==> src/rtl/wop_fetch_buf.sv <==
// Fetch buffer: circular FIFO of 64-bit fetch words that presents narrow (64b) or wide (128b) bundles to the decoder.
// Optional bundle statistics counters are built when WOP_FBUF_STATS_EN is defined.
module wop_fetch_buf #(
    parameter int unsigned FBUF_DEPTH = 4
) (
    input  logic         clock,
    input  logic         reset,
    input  logic [63:0]  fetchData,
    input  logic         fetchValid,
    output logic         fetchReady,
    input  logic         flush,
    output logic [127:0] istrWord,
    output logic         istrValid,
    input  logic         istrReady,
    output logic [15:0]  statBundles,
    output logic [15:0]  statWide
);

    localparam int unsigned PTR_W = (FBUF_DEPTH > 1) ? $clog2(FBUF_DEPTH) : 1;
    localparam int unsigned CNT_W = $clog2(FBUF_DEPTH + 1);

    logic [63:0]      entry [FBUF_DEPTH];
    logic [PTR_W-1:0] rd;
    logic [PTR_W-1:0] wr;
    logic [PTR_W-1:0] rd_plus1;
    logic [CNT_W-1:0] count;
    logic [CNT_W-1:0] pop_cnt;
    logic             has_one;
    logic             has_two;
    logic             wide;
    logic             push;
    logic             pop;

    // Bundle view: lower half from rd, upper half from rd+1 (wraps because depth is a power of two)
    assign rd_plus1          = rd + PTR_W'(1);
    assign has_one           = count >= CNT_W'(1);
    assign has_two           = count >= CNT_W'(2);
    assign istrWord[63:0]    = has_one ? entry[rd] : 64'd0;
    assign istrWord[127:64]  = has_two ? entry[rd_plus1] : 64'd0;
    assign wide              = istrWord[63];
    assign istrValid         = !flush && (wide ? has_two : has_one);

    assign fetchReady = count < CNT_W'(FBUF_DEPTH);
    assign push       = fetchValid && fetchReady && !flush;
    assign pop        = istrValid && istrReady;
    assign pop_cnt    = pop ? (wide ? CNT_W'(2) : CNT_W'(1)) : CNT_W'(0);

    // Pointer and occupancy state; flush discards everything including the same-cycle push
    always_ff @(posedge clock) begin
        if (!reset) begin
            rd    <= '0;
            wr    <= '0;
            count <= '0;
        end else if (flush) begin
            rd    <= '0;
            wr    <= '0;
            count <= '0;
        end else begin
            if (push) begin
                wr <= wr + PTR_W'(1);
            end
            rd    <= rd + PTR_W'(pop_cnt);
            count <= count + CNT_W'(push) - pop_cnt;
        end
    end

    // Storage is intentionally not reset
    always_ff @(posedge clock) begin
        if (reset && push) begin
            entry[wr] <= fetchData;
        end
    end

`ifdef WOP_FBUF_STATS_EN
    logic [15:0] stat_bundles;
    logic [15:0] stat_wide;

    always_ff @(posedge clock) begin
        if (!reset) begin
            stat_bundles <= '0;
            stat_wide    <= '0;
        end else if (pop) begin
            stat_bundles <= stat_bundles + 16'd1;
            if (wide) begin
                stat_wide <= stat_wide + 16'd1;
            end
        end
    end

    assign statBundles = stat_bundles;
    assign statWide    = stat_wide;
`else
    assign statBundles = 16'd0;
    assign statWide    = 16'd0;
`endif

endmodule

==> config.mk <==
export PLATFORM = sky130hd
export DESIGN_NAME = wop_fetch_buf
export DESIGN_NICKNAME = d
export VERILOG_FILES = /design/src/rtl/wop_fetch_buf.sv
export SDC_FILE = /design/constraint.sdc
export NUM_CORES = 1
export LEC_CHECK = 0
export ABC_AREA = 1
export ABC_CLOCK_PERIOD_IN_PS = 5300
export CORE_UTILIZATION = 53
export CTS_CLUSTER_SIZE = 10
export DETAILED_ROUTE_END_ITERATION = 6
export PLACE_DENSITY = 0.78
export SYNTH_ARGS = -nofsm -noshare
export SYNTH_HDL_FRONTEND = slang
export SYNTH_SLANG_ARGS = --single-unit
==> constraint.sdc <==
create_clock -name clock -period 5.3 [get_ports clock]
set_input_delay 1.06 -clock clock [delete_from_list [all_inputs] [get_ports clock]]
set_output_delay 1.06 -clock clock [all_outputs]
set_load 0.03 [all_outputs]
**Word level (Yosys, flattened, before mapping)**

Memory sizes are Yosys's and may differ from the RTL's. A register that Yosys moved wholly into a read port is not among the register bits.
Index checks and enable logic that the tools add are counted.
Widths: inputs -> output; s select.

- Memories: 1
- Register bits: 7
- Input port bits: 69
- Output and inout bits: 162
- RAM bits: 256

- Mux-type cells: 8
- Add/subtract/negate cells: 5
- Bitwise operators: 1
- Reduce and logical (&&, ||, !) cells: 7
- Magnitude comparators: 3

Memories:

| name | words | bits a word | rd ports | clocked after memory_dff | write ports | line | text |
|---|---|---|---|---|---|---|---|
| entry | 4 | 64 | 2 | 1 | 1 | 22 | `logic [63:0] entry [FBUF_DEPTH];` |

Operators with widths:

| operator | count |
|---|---|
| $mux 64 | 2 |
| $mux 2 | 3 |
| $logic_and 1x1->1 | 5 |
| $add 2x1->2 const B | 2 |
| $add 3x1->3 | 1 |
| $ge 3x1->1 const B | 1 |
| $ge 3x2->1 const B | 1 |
| $lt 3x3->1 const B | 1 |
| $mux 1 | 3 |
| $sub 3x2->3 | 1 |
| $add 2x2->2 | 1 |
| $reduce_or 2->1 | 1 |
| $logic_not 1->1 | 1 |
| $not 1->1 | 1 |

**Logic depth before layout (Yosys ltp)**

Gate-level depths: netlist of run 1.

- Depth after elaboration: 8
- Gate-level depth with buffers: 15
- Depth with buffers taken out: 13

**Least setup slack after synthesis of run 1**

No wires, ideal clock.

- Kind: input to register
- From: input flush
- To: memory entry[0][0], enable pin
- Stages: 5
- Setup time: 0.486 ns
- Arrival time: 4.144 ns
- Slack: 0.670 ns
- Cells stage by stage: inv_1 > nand3_1 > inv_1 > nand2_1 > nor2_1

- Cells in the longest elaborated chain, start to end: 5

Ends and longest elaborated chain:

| item | line | text |
|---|---|---|
| start: declaration | 11 | `input logic flush,` |
| $logic_not 1->1 | 44 | `assign push = fetchValid && fetchReady && !flush;` |
| $logic_and 1x1->1 | 44 |  |
| $logic_and 1x1->1 | 69 | `if (reset && push) begin` |
| $mux 1 | 69 |  |
| $mux 1 (implied by the code) | 70 | `entry[wr] <= fetchData;` |
| end: declaration | 22 |  |

Every way passes these cells.

**Final worst setup path of run 1**

- From: register rd[0]
- To: output istrWord[91]

- Cells in the longest elaborated chain, start to end: 3

Ends and longest elaborated chain:

| item | line | text |
|---|---|---|
| start: declaration | 23 | `logic [PTR_W-1:0] rd;` |
| start signal: assignment | 62 | `rd <= rd + PTR_W'(pop_cnt);` |
| $add 2x1->2 | 35 | `assign rd_plus1 = rd + PTR_W'(1);` |
| $mem_v2 4x64 | n/a |  |
| $mux 64 | 39 | `assign istrWord[127:64] = has_two ? entry[rd_plus1] : 64'd0;` |
| end: declaration | 12 | `output logic [127:0] istrWord,` |

Every way passes these cells.

==> impl_metrics.sql, run 1 <==
INSERT INTO impl_metrics (metric_group, metric, value, unit) VALUES
('final_layout', 'area_growth', '22.4', '%'),
('final_layout', 'layout-drive-gt1-share', '5.23', '%'),
('synth', 'synth_seq_cells', '263', ''),
('power', 'max-vdd-ir-drop', '0.231', 'mV'),
('synth', 'synthesized_instance_count', '1277', ''),
('critical_path', 'worstSetupPathType', 'flip-flop to primary output', ''),
('synth', 'synth_area_per_cell', '9.95', 'um^2'),
('drt', 'drt_wl_total', '32400', 'um'),
('clock_tree', 'tritoncts', 'done', ''),
('floorplan', 'floorplan.core_area', '23500', 'um^2'),
('critical_path', 'path_common_cell', 'buf_4', ''),
('clock_tree', 'numClockSinks', '263', ''),
('clock_tree', 'ctsHoldBuffers', '0', ''),
('sta', 'finalHoldViolCount', '0', ''),
('critical_path', 'critical_path_source_type', 'flip-flop', ''),
('drt', 'drt.antenna.violating_nets', '0', ''),
('global_routing', 'grt_start_max_net_pins', '158', ''),
('floorplan', 'dieHeight', '157', 'um'),
('worst_hold_path', 'hp-class', 'flip-flop to flip-flop', ''),
('job', 'max-cap-violations', '0', ''),
('floorplan', 'die_x', '157', 'um'),
('clock_tree', 'insertion_delay', '0.54', 'ns'),
('clock_tree', 'ctsRootBufferMaster', 'clkbuf_16', ''),
('sta', 'final_min_period_over_clock_period', '92.8', '%'),
('global_routing', 'first_global_vias', '9604', ''),
('global_routing', 'grt_first_pass_wirelength', '50000', 'um'),
('sta', 'timing.final.setup_violations', '0', ''),
('power', 'leakage', '5.46', 'nW'),
('drt', 'route.vias.total', '9905', ''),
('drt', 'post_dr_wirelength_cell', '18.3', 'um'),
('critical_path', 'cell_family_contributing_the_most_delay_on_the_critical_path', 'buffers and inverters', ''),
('critical_path', 'critical_path_required', '4.24', 'ns'),
('sta', 'drv_slew', '0', ''),
('final_layout', 'antenna-diode-count', '0', ''),
('clock_tree', 'postCtsSetupBuffers', '0', ''),
('critical_path', 'worstPathArrival', '3.86', 'ns'),
('floorplan', 'placement_rows', '56', ''),
('final_layout', 'number_of_nets_in_the_finished_design', '1515', ''),
('clock_tree', 'clock_edge_transition_at_the_registers_on_the_reported_setup_and_hold_paths', '0.05', 'ns'),
('clock_tree', 'post_cts_resize_count', '0', ''),
('global_routing', 'globalRoute.totalOverflow', '0', ''),
('global_routing', 'global_route.usage.total', '26.6', '%'),
('sta', 'slew_headroom', '30.9', '%'),
('critical_path', 'cp-end-kind', 'primary output', ''),
('sta', 'timing.hold.ws', '0.541', 'ns'),
('critical_path', 'critPathSlowestCell', 'dfxtp_4', ''),
('critical_path', 'timing.critical_path.buf_inv', '4', ''),
('final_layout', 'finish.cell_count_without_fillers', '1772', ''),
('clock_tree', 'cts-buffers-inserted', '30', ''),
('critical_path', 'timing.critical_path.fanout_max', '104', ''),
('sta', 'setup_ws', '0.380', 'ns'),
('global_routing', 'antenna_found_initial', '0', ''),
('place', 'io_buffer_count', '198', ''),
('sta', 'rsz0062_at_grt', 'no', ''),
('power', 'power_density', '282', 'nW/um^2'),
('floorplan', 'io-pin-count', '231', ''),
('synth', 'syn_std_cell_area', '12700', 'um^2'),
('sta', 'fmax', '203', 'MHz'),
('place', 'dpl.hpwl', '18800', 'um'),
('final_layout', 'sequential_cell_area', '7840', 'um^2'),
('sta', 'timing.final.crit_period', '4.92', 'ns'),
('drt', 'drt_pass1_iterations', '5', ''),
('floorplan', 'start_util', '54.1', '%'),
('critical_path', 'slowest_delay', '0.99', 'ns'),
('sta', 'tightestPinTransition', '1.04', 'ns'),
('run_status', 'run_status', 'complete, no violations', ''),
('critical_path', 'path_cells', 'nor2_4 -> buf_4 -> inv_2 -> buf_4 -> nand2_1 -> a21oi_1 -> clkdlybuf4s50_1', ''),
('place', 'globalplace.congestion', '0.827', ''),
('floorplan', 'dieArea', '24600', 'um^2'),
('sta', 'finClkSkew', '0.0134', 'ns'),
('final_layout', 'multi_input_area', '3980', 'um^2'),
('clock_tree', 'cts_h_tree_depth', '1', ''),
('drt', 'detailedRoute.firstIterationViolations', '968', ''),
('drt', 'route.detailed.vias_per_inst', '5.59', ''),
('drt', 'remaining_drc_errors', '0', ''),
('sta', 'setup-tns-final', '0', 'ns'),
('synth', 'synth_seq_area_share', '61.6', '%'),
('clock_tree', 'cts.path.max_buffers', '3', ''),
('place', 'preCtsSetupSlack', '1.01', 'ns'),
('place', 'post-place-cells', '1726', ''),
('synth', 'yosys_warnings', '0', ''),
('synth', 'synth_cell_type_count', '30', ''),
('final_layout', 'fillers', '1780', '');
## state kept, by name, summed over array words and instances, names as in the netlist
| name | cells |
|---|---|
| rd | 2 |
| count | 3 |
| entry | 256 |
| wr | 2 |
## logic make-up after synthesis
family | Yosys count | share of synthesized area [%]
other | 1 | 0.0295
DFF | 263 | 61.6
adders and majority gates | 7 | 0.748
AOI/OAI and AO/OA | 335 | 15.2
buffers and inverters | 208 | 8.32
and+or+nand+nor | 462 | 14.0
xor gates and xnor gates | 1 | 0.0689
## where the power goes
| part | switching, W | internal, W | leakage, nW | total, W |
|---|---|---|---|---|
| sequential | 0.0000108 | 0.00230 | 2.37 | 0.00232 |
| clock | 0.000743 | 0.00106 | 0.402 | 0.00180 |
| combinational | 0.000174 | 0.000102 | 2.68 | 0.000275 |
## worst paths after layout
path             endpoint   from  cells past startpoint  slack, ns
max reg2reg      count[2]  rd[0]                     13       1.68
min reg2reg         wr[1]  wr[1]                      2       0.54
min                 wr[1]  wr[1]                      2       0.54
max          istrWord[91]  rd[0]                      7       0.38
## cells in the final DEF, fill, tap and decap left out, types with 2 or more instances in the layout
cell type and count:
o21ai_0 119, nand3_2 2, buf_4 19, inv_1 80, clkbuf_16 31, a21oi_1 77
clkdlybuf4s50_1 198, o21ai_1 10, o211ai_1 63, nand3_1 3, nor2_1 134, nand4_1 2
dfxtp_4 2, nand2_2 2, conb_1 32, a22oi_1 11, ha_1 6, inv_2 7
dfxtp_1 5, nor2_4 6, edfxtp_1 256, a31oi_1 53, clkbuf_1 14, buf_12 3
nand2_1 311
## per-stage QoR
step / utilization, % / cell area [um^2] / total power (W)
after floorplan: - / 12800 / 0.00251
after global placement: 62.7 / 14700 / 0.00263
after detailed placement: 62.7 / 14700 / 0.00263
after CTS: 66.3 / 15600 / 0.00442
after global routing: 66.3 / 15600 / 0.00452
final: 66.3 / 15600 / 0.00439
## worst min-delay path, cell delays in order (launching register included)
cell	delay, ns
dfxtp_1	0.32
inv_1	0.10
a21oi_1	0.07
## area by class of cell
| class | count | share of cell area, % |
|---|---|---|
| flip-flops and latches | 263 | 50.4 |
| multi-input cells | 837 | 25.6 |
| repair buffers | 220 | 14.0 |
| clock buffers | 45 | 5.32 |
| well taps | 319 | 2.57 |
| inverters | 87 | 2.10 |
| clock inverters | 1 | 0.0322 |
## routing by layer
metal	track usage, %	routed length, um
met4	9.94	757
met2	46.3	16400
met1	32.8	12300
met5	0	0
met3	5.07	2940
## Yosys cell counts (all sizes together)
library cell	instances	area, um^2
o21ai	129	646
nor3	1	16.3
nand2	313	1180
nor2	140	533
dfxtp	7	140
a22oi	11	82.6
clkbuf	19	71.3
or2	1	6.26
o211ai	63	473
a21oi	78	394
o22ai	1	6.26
fa	1	20.0
ha	6	75.1
nand4	2	12.5
xor2	1	8.76
inv	87	327
edfxtp	256	7690
buf	102	659
conb	1	3.75
a31oi	53	332
nand3	5	35.0
Note: power is estimated with default switching activity, not from simulation.
==> inputs of run 2 (changes only) <==
--- a/config.mk
+++ b/config.mk
@@ -7,9 +7,10 @@
 export LEC_CHECK = 0
 export ABC_AREA = 1
 export ABC_CLOCK_PERIOD_IN_PS = 5300
+export CORE_MARGIN = 8
 export CORE_UTILIZATION = 53
-export CTS_CLUSTER_SIZE = 10
 export DETAILED_ROUTE_END_ITERATION = 6
+export MAX_ROUTING_LAYER = met4
 export PLACE_DENSITY = 0.78
 export SYNTH_ARGS = -nofsm -noshare
 export SYNTH_HDL_FRONTEND = slang
==> run 2 against run 1 <==
Net effect: setup slack improved by 0.46 ns; maximum frequency rose by 10%; highest routed layer unchanged; clock-buffer cell count down 16; sequential power hardly changed.
==> impl_metrics.sql, run 2 (synthesis gave the netlist of run 1 again) <==
INSERT INTO impl_metrics (metric_group, metric, value, unit) VALUES
('drt', 'drt_wl_total', '34600', 'um'),
('sta', 'slew_headroom', '20.6', '%'),
('critical_path', 'worstPathArrival', '3.40', 'ns'),
('critical_path', 'cell_family_contributing_the_most_delay_on_the_critical_path', 'buffers and inverters', ''),
('drt', 'detailedRoute.firstIterationViolations', '963', ''),
('global_routing', 'first_global_vias', '10300', ''),
('sta', 'setup-tns-final', '0', 'ns'),
('drt', 'drt.antenna.violating_nets', '0', ''),
('floorplan', 'placement_rows', '56', ''),
('final_layout', 'leading_cell_type_in_the_layout_fill_and_taps_excluded', 'nand2_1', ''),
('clock_tree', 'numClockSinks', '263', ''),
('final_layout', 'top_regs', 'entry x256, count x3', ''),
('global_routing', 'antenna_found_initial', '1', ''),
('place', 'io_buffer_count', '198', ''),
('drt', 'route.detailed.vias_per_inst', '5.67', ''),
('floorplan', 'dieArea', '29200', 'um^2'),
('power', 'max-vdd-ir-drop', '0.202', 'mV'),
('critical_path', 'timing.critical_path.buf_inv', '2', ''),
('final_layout', 'max_reg_flops', '256', ''),
('floorplan', 'die_x', '171', 'um'),
('sta', 'finClkSkew', '0.00866', 'ns'),
('sta', 'final_min_period_over_clock_period', '84.1', '%'),
('clock_tree', 'post_cts_resize_count', '0', ''),
('clock_tree', 'tritoncts', 'done', ''),
('final_layout', 'number_of_nets_in_the_finished_design', '1512', ''),
('critical_path', 'worstSetupPathType', 'flip-flop to primary output', ''),
('sta', 'drv_slew', '0', ''),
('place', 'globalplace.congestion', '0.820', ''),
('clock_tree', 'clock_edge_transition_at_the_registers_on_the_reported_setup_and_hold_paths', '0.06', 'ns'),
('clock_tree', 'postCtsSetupBuffers', '0', ''),
('clock_tree', 'ctsHoldBuffers', '0', ''),
('drt', 'route.vias.total', '10100', ''),
('sta', 'rsz0062_at_grt', 'no', ''),
('sta', 'timing.final.crit_period', '4.46', 'ns'),
('global_routing', 'global_route.usage.total', '23.9', '%'),
('clock_tree', 'cts-buffers-inserted', '27', ''),
('floorplan', 'dieHeight', '171', 'um'),
('critical_path', 'slowest_delay', '0.92', 'ns'),
('final_layout', 'largest-register', 'entry', ''),
('clock_tree', 'cts_h_tree_depth', '1', ''),
('global_routing', 'grt_first_pass_wirelength', '53200', 'um'),
('global_routing', 'globalRoute.totalOverflow', '0', ''),
('sta', 'fmax', '224', 'MHz'),
('drt', 'remaining_drc_errors', '0', ''),
('job', 'max-cap-violations', '0', ''),
('run_status', 'run_status', 'complete, no violations', ''),
('final_layout', 'fillers', '1789', ''),
('critical_path', 'regToRegSetupSlack', '1.82', 'ns'),
('power', 'power_density', '291', 'nW/um^2'),
('floorplan', 'start_util', '54.0', '%'),
('floorplan', 'floorplan.core_area', '23500', 'um^2'),
('place', 'dpl.hpwl', '20500', 'um'),
('critical_path', 'timing.critical_path.fanout_max', '98', ''),
('final_layout', 'layout-drive-gt1-share', '5.90', '%'),
('critical_path', 'critical_path_source_type', 'flip-flop', ''),
('drt', 'post_dr_wirelength_cell', '19.5', 'um'),
('final_layout', 'area_growth', '23.0', '%'),
('critical_path', 'critical_path_required', '4.24', 'ns'),
('final_layout', 'final_cell_mix', '311 x nand2_1, 256 x edfxtp_1, 198 x clkdlybuf4s50_1, 134 x nor2_1, 119 x o21ai_0', ''),
('sta', 'tightestPinTransition', '1.19', 'ns'),
('global_routing', 'grt_start_max_net_pins', '250', ''),
('critical_path', 'cp-end-kind', 'primary output', ''),
('clock_tree', 'insertion_delay', '0.53', 'ns'),
('power', 'p_total', '0.00454', 'W'),
('critical_path', 'critPathSlowestCell', 'buf_4', ''),
('clock_tree', 'cts.path.max_buffers', '3', ''),
('power', 'leakage', '5.50', 'nW'),
('floorplan', 'io-pin-count', '231', ''),
('sta', 'timing.final.setup_violations', '0', ''),
('drt', 'drt_pass1_iterations', '5', ''),
('sta', 'finalHoldViolCount', '0', ''),
('critical_path', 'path_cells', 'buf_4 -> o211ai_1 -> a21oi_1 -> clkdlybuf4s50_1', ''),
('clock_tree', 'ctsRootBufferMaster', 'clkbuf_16', ''),
('worst_hold_path', 'hp-class', 'flip-flop to flip-flop', '');
run 2: cell count changes in the layout (fill, tap and decap cells not counted), sizes merged:
cell	previous run	this run
bufinv	0	5
inv	87	89
clkinv	1	13
clkbuf	45	29
diode	0	1
clkinvlp	0	1
run 2: metal layers:
metal / part of all wire (%) / vias to the layer above / global-route usage, % / wire [um]
li1: - / 4687 / - / -
met1: 38 / 4713 / 28.7 / 13100
met2: 49 / 581 / 39.4 / 16900
met3: 10 / 95 / 4.42 / 3600
met4: 2.9 / 0 / 10.1 / 994
met5: 0 / - / - / 0
run 2: worst reg2reg max path, delay by kind of cell, from the launching register on:
kind	cells	cell delay, ns
DFF	1	0.62
AOI/OAI and AO/OA	1	0.12
and+or+nand+nor	8	1.10
buffers and inverters	1	0.92
adders and majority gates	2	0.64
run 2: final timing paths:
check / startpoint / depth (start not counted) / endpoint
worst max-delay path: rd[1] / 4 / istrWord[47]
worst min-delay path: wr[1] / 2 / wr[1]
worst max register to register: rd[1] / 12 / count[2]
worst min register to register: wr[1] / 2 / wr[1]
run 2: layout make-up:
type | count | area [um^2] | area share, %
Antenna cell | 1 | 2.50 | 0.0160
Clock buffer | 29 | 683 | 4.37
Clock inverter | 21 | 240 | 1.54
Inverter | 87 | 327 | 2.09
Multi-Input combinational cell | 837 | 3980 | 25.4
Sequential cell | 263 | 7840 | 50.1
Tap cell | 319 | 399 | 2.55
Timing Repair Buffer | 220 | 2170 | 13.9
run 2: per-stage QoR:
| stage | cells | hold slack [ns] | instance area, um^2 | setup slack [ns] | utilization [%] |
|---|---|---|---|---|---|
| floorplan | 1308 | 0.490 | 12800 | 0.670 | - |
| global placement | 1726 | 0.514 | 14700 | 1.44 | 62.5 |
| detailed placement | 1726 | 0.530 | 14700 | 1.45 | 62.5 |
| CTS | 1776 | 0.539 | 15600 | 0.879 | 66.4 |
| global route | 1777 | 0.598 | 15600 | 0.648 | 66.4 |
| finish | 1777 | 0.535 | 15600 | 0.841 | 66.4 |
run 2: report_power, final:
group / switching (W) / internal, W
registers: 0.00000992 / 0.00230
clock network: 0.000775 / 0.00118
logic: 0.000176 / 0.000102
==> inputs of run 3 (changes only) <==
--- a/config.mk
+++ b/config.mk
@@ -6,12 +6,12 @@
 export NUM_CORES = 1
 export LEC_CHECK = 0
 export ABC_AREA = 1
-export ABC_CLOCK_PERIOD_IN_PS = 5300
+export ABC_CLOCK_PERIOD_IN_PS = 3650
 export CORE_MARGIN = 8
-export CORE_UTILIZATION = 53
+export CORE_UTILIZATION = 48
 export DETAILED_ROUTE_END_ITERATION = 6
 export MAX_ROUTING_LAYER = met4
-export PLACE_DENSITY = 0.78
+export PLACE_DENSITY = 0.74
 export SYNTH_ARGS = -nofsm -noshare
 export SYNTH_HDL_FRONTEND = slang
 export SYNTH_SLANG_ARGS = --single-unit
==> constraint.sdc (replaced) <==
create_clock -name clock -period 3.65 [get_ports clock]
set_input_delay 0.73 -clock clock [delete_from_list [all_inputs] [get_ports clock]]
set_output_delay 0.73 -clock clock [all_outputs]
set_load 0.03 [all_outputs]
==> run 3 against run 2 <==
Net effect: non-clock buffer count is 10 higher; clock skew about the same; combinational power rose by 43%; setup slack worse by 0.60 ns; sequential share of layout area up 0.60 points; sequential power grew 45%; first-iteration DRC count decreased by 3.0%; register-to-register slack got worse by 0.80 ns; sequential cell count is the same; critical path depth is 1 higher; utilization down 7.1 points; critical path type unchanged.
==> impl_metrics.sql, run 3 (synthesis gave the netlist of run 1 again) <==
INSERT INTO impl_metrics (metric_group, metric, value, unit) VALUES
('run_status', 'run_status', 'complete, no violations', ''),
('clock_tree', 'cts-buffers-inserted', '27', ''),
('global_routing', 'globalRoute.totalOverflow', '0', ''),
('critical_path', 'cp-end-kind', 'primary output', ''),
('sta', 'rsz0062_at_grt', 'no', ''),
('place', 'preCtsSetupSlack', '0.787', 'ns'),
('clock_tree', 'cts.path.max_buffers', '3', ''),
('place', 'io_buffer_count', '198', ''),
('power', 'p_int', '0.00518', 'W'),
('floorplan', 'placement_rows', '59', ''),
('place', 'post-place-cells', '1752', ''),
('final_layout', 'layout-drive-gt1-share', '15.1', '%'),
('critical_path', 'timing.critical_path.fanout_max', '54', ''),
('critical_path', 'critical_path.reg2reg.startpoint', 'rd[1]', ''),
('critical_path', 'r2r-end', 'count[2]', ''),
('clock_tree', 'insertion_delay', '0.52', 'ns'),
('sta', 'fmax', '294', 'MHz'),
('power', 'leakage', '5.82', 'nW'),
('drt', 'post_dr_wirelength_cell', '19.4', 'um'),
('critical_path', 'worstSetupPathType', 'flip-flop to primary output', ''),
('power', 'switching_power', '0.00139', 'W'),
('sta', 'setup_ws', '0.245', 'ns'),
('critical_path', 'critical_path_required', '2.92', 'ns'),
('drt', 'detailedRoute.firstIterationViolations', '934', ''),
('drt', 'drt_wl_total', '34900', 'um'),
('sta', 'tightestPinTransition', '0.927', 'ns'),
('drt', 'remaining_drc_errors', '0', ''),
('clock_tree', 'numClockSinks', '263', ''),
('final_layout', 'leading_cell_type_in_the_layout_fill_and_taps_excluded', 'nand2_1', ''),
('floorplan', 'start_util', '48.8', '%'),
('final_layout', 'area_growth', '21.6', '%'),
('global_routing', 'global_route.usage.total', '21.7', '%'),
('final_layout', 'sequential_cell_area', '7840', 'um^2'),
('sta', 'timing.final.crit_period', '3.41', 'ns'),
('final_layout', 'final_cell_mix', '311 x nand2_1, 256 x edfxtp_1, 153 x buf_4, 134 x nor2_1, 119 x o21ai_0', ''),
('job', 'max-cap-violations', '0', ''),
('power', 'power.share.combinational', '6.1', '%'),
('clock_tree', 'cts_h_tree_depth', '1', ''),
('final_layout', 'multi_input_area', '3980', 'um^2'),
('drt', 'route.detailed.vias_per_inst', '5.61', ''),
('sta', 'slew_headroom', '38.2', '%'),
('clock_tree', 'ctsRootBufferMaster', 'clkbuf_16', ''),
('drt', 'route.vias.total', '10100', ''),
('worst_hold_path', 'timing.hold.worst_path_depth', '2', ''),
('sta', 'timing.final.setup_violations', '0', ''),
('place', 'dpl.hpwl', '21800', 'um'),
('floorplan', 'dieArea', '31900', 'um^2'),
('final_layout', 'top_regs', 'entry x256, count x3', ''),
('global_routing', 'grt_start_max_net_pins', '101', ''),
('clock_tree', 'post_cts_resize_count', '0', ''),
('critical_path', 'r2r.worst_path.cells', '12', ''),
('final_layout', 'largest-register', 'entry', ''),
('sta', 'finClkSkew', '0.00873', 'ns'),
('floorplan', 'floorplan.core_area', '26100', 'um^2'),
('global_routing', 'grt_first_pass_wirelength', '53500', 'um'),
('clock_tree', 'postCtsSetupBuffers', '0', ''),
('floorplan', 'io-pin-count', '231', ''),
('floorplan', 'die_x', '179', 'um'),
('drt', 'drt.antenna.violating_nets', '0', ''),
('power', 'power.clock.fraction', '42.8', '%'),
('power', 'max-vdd-ir-drop', '0.367', 'mV'),
('critical_path', 'worstPathArrival', '2.68', 'ns'),
('place', 'globalplace.congestion', '0.818', ''),
('worst_hold_path', 'whs_endpoint', 'wr[1]', ''),
('global_routing', 'first_global_vias', '10200', ''),
('power', 'p_total', '0.00657', 'W'),
('sta', 'finalHoldViolCount', '0', ''),
('critical_path', 'regToRegSetupSlack', '1.02', 'ns'),
('final_layout', 'finish.cell_count_without_fillers', '1801', ''),
('final_layout', 'number_of_nets_in_the_finished_design', '1522', ''),
('sta', 'timing.hold.ws', '0.536', 'ns'),
('power', 'power_switching_share', '21.1', '%'),
('global_routing', 'antenna_found_initial', '1', ''),
('sta', 'drv_slew', '0', ''),
('drt', 'drt_pass1_iterations', '6', ''),
('power', 'power_density', '425', 'nW/um^2'),
('clock_tree', 'ctsHoldBuffers', '0', ''),
('clock_tree', 'tritoncts', 'done', ''),
('sta', 'final_min_period_over_clock_period', '93.3', '%'),
('final_layout', 'max_reg_flops', '256', ''),
('final_layout', 'fillers', '2101', ''),
('worst_hold_path', 'hold_path_startpoint', 'wr[1]', ''),
('worst_hold_path', 'hp-class', 'flip-flop to flip-flop', ''),
('floorplan', 'dieHeight', '179', 'um'),
('critical_path', 'critical_path_source_type', 'flip-flop', ''),
('clock_tree', 'clock_edge_transition_at_the_registers_on_the_reported_setup_and_hold_paths', '0.06', 'ns'),
('power', 'power_frac_seq', '51.2', '%');
run 3: changes by cell type in the layout (fill, tap and decap cells not counted):
cell,before,now
clkinv_4,2,1
buf_4,20,153
clkdlybuf4s50_1,198,70
clkbuf_1,2,3
buf_12,2,7
inv_6,2,0
run 3: through the flow:
| stage | cell area [um^2] | TNS, ns | util (%) |
|---|---|---|---|
| after global routing | 15500 | 0 | 59.3 |
| final | 15500 | 0 | 59.3 |
| after CTS | 15400 | 0 | 59.3 |
| after global placement | 14500 | 0 | 55.8 |
| after detailed placement | 14500 | 0 | 55.8 |
| after floorplan | 12800 | -166.51 | - |
run 3: worst max-delay path by stage:
stage | start | end | cells past startpoint
6_report | rd[1] | istrWord[43] | 5
5_1_grt | rd[1] | istrWord[43] | 5
4_1_cts | rd[1] | istrWord[43] | 5
3_5_place_dp | flush | count[2] | 12
3_3_place_gp | flush | count[2] | 12
2_1_floorplan | flush | entry[0][0] | 5
run 3: final cells by class:
cell class / count / area share (%)
flip-flops and latches: 263 / 50.7
multi-input cells: 837 / 25.7
repair buffers: 230 / 12.9
clock buffers: 30 / 4.45
well taps: 335 / 2.71
inverters: 87 / 2.11
clock inverters: 18 / 1.38
diodes: 1 / 0.0162
run 3: routing by layer:
metal | wire, um | GRT usage (%)
met2 | 17300 | 36.9
met3 | 3200 | 3.20
met1 | 13600 | 26.7
met5 | 0 | -
met4 | 754 | 6.65
run 3: power groups by stage:
stage               registers [W]  clock network (W)  logic (W)
detailed placement        0.00342                  0   0.000395
global placement          0.00342                  0   0.000389
finish                    0.00336            0.00281   0.000397
global route              0.00336            0.00296   0.000424
floorplan                 0.00342                  0   0.000221
CTS                       0.00336            0.00284   0.000397
run 3: critical path: stages (launching register included):
cell	delay (ns)
dfxtp_4	0.45
buf_4	0.34
buf_4	0.58
o211ai_1	0.18
a21oi_1	0.33
buf_4	0.23
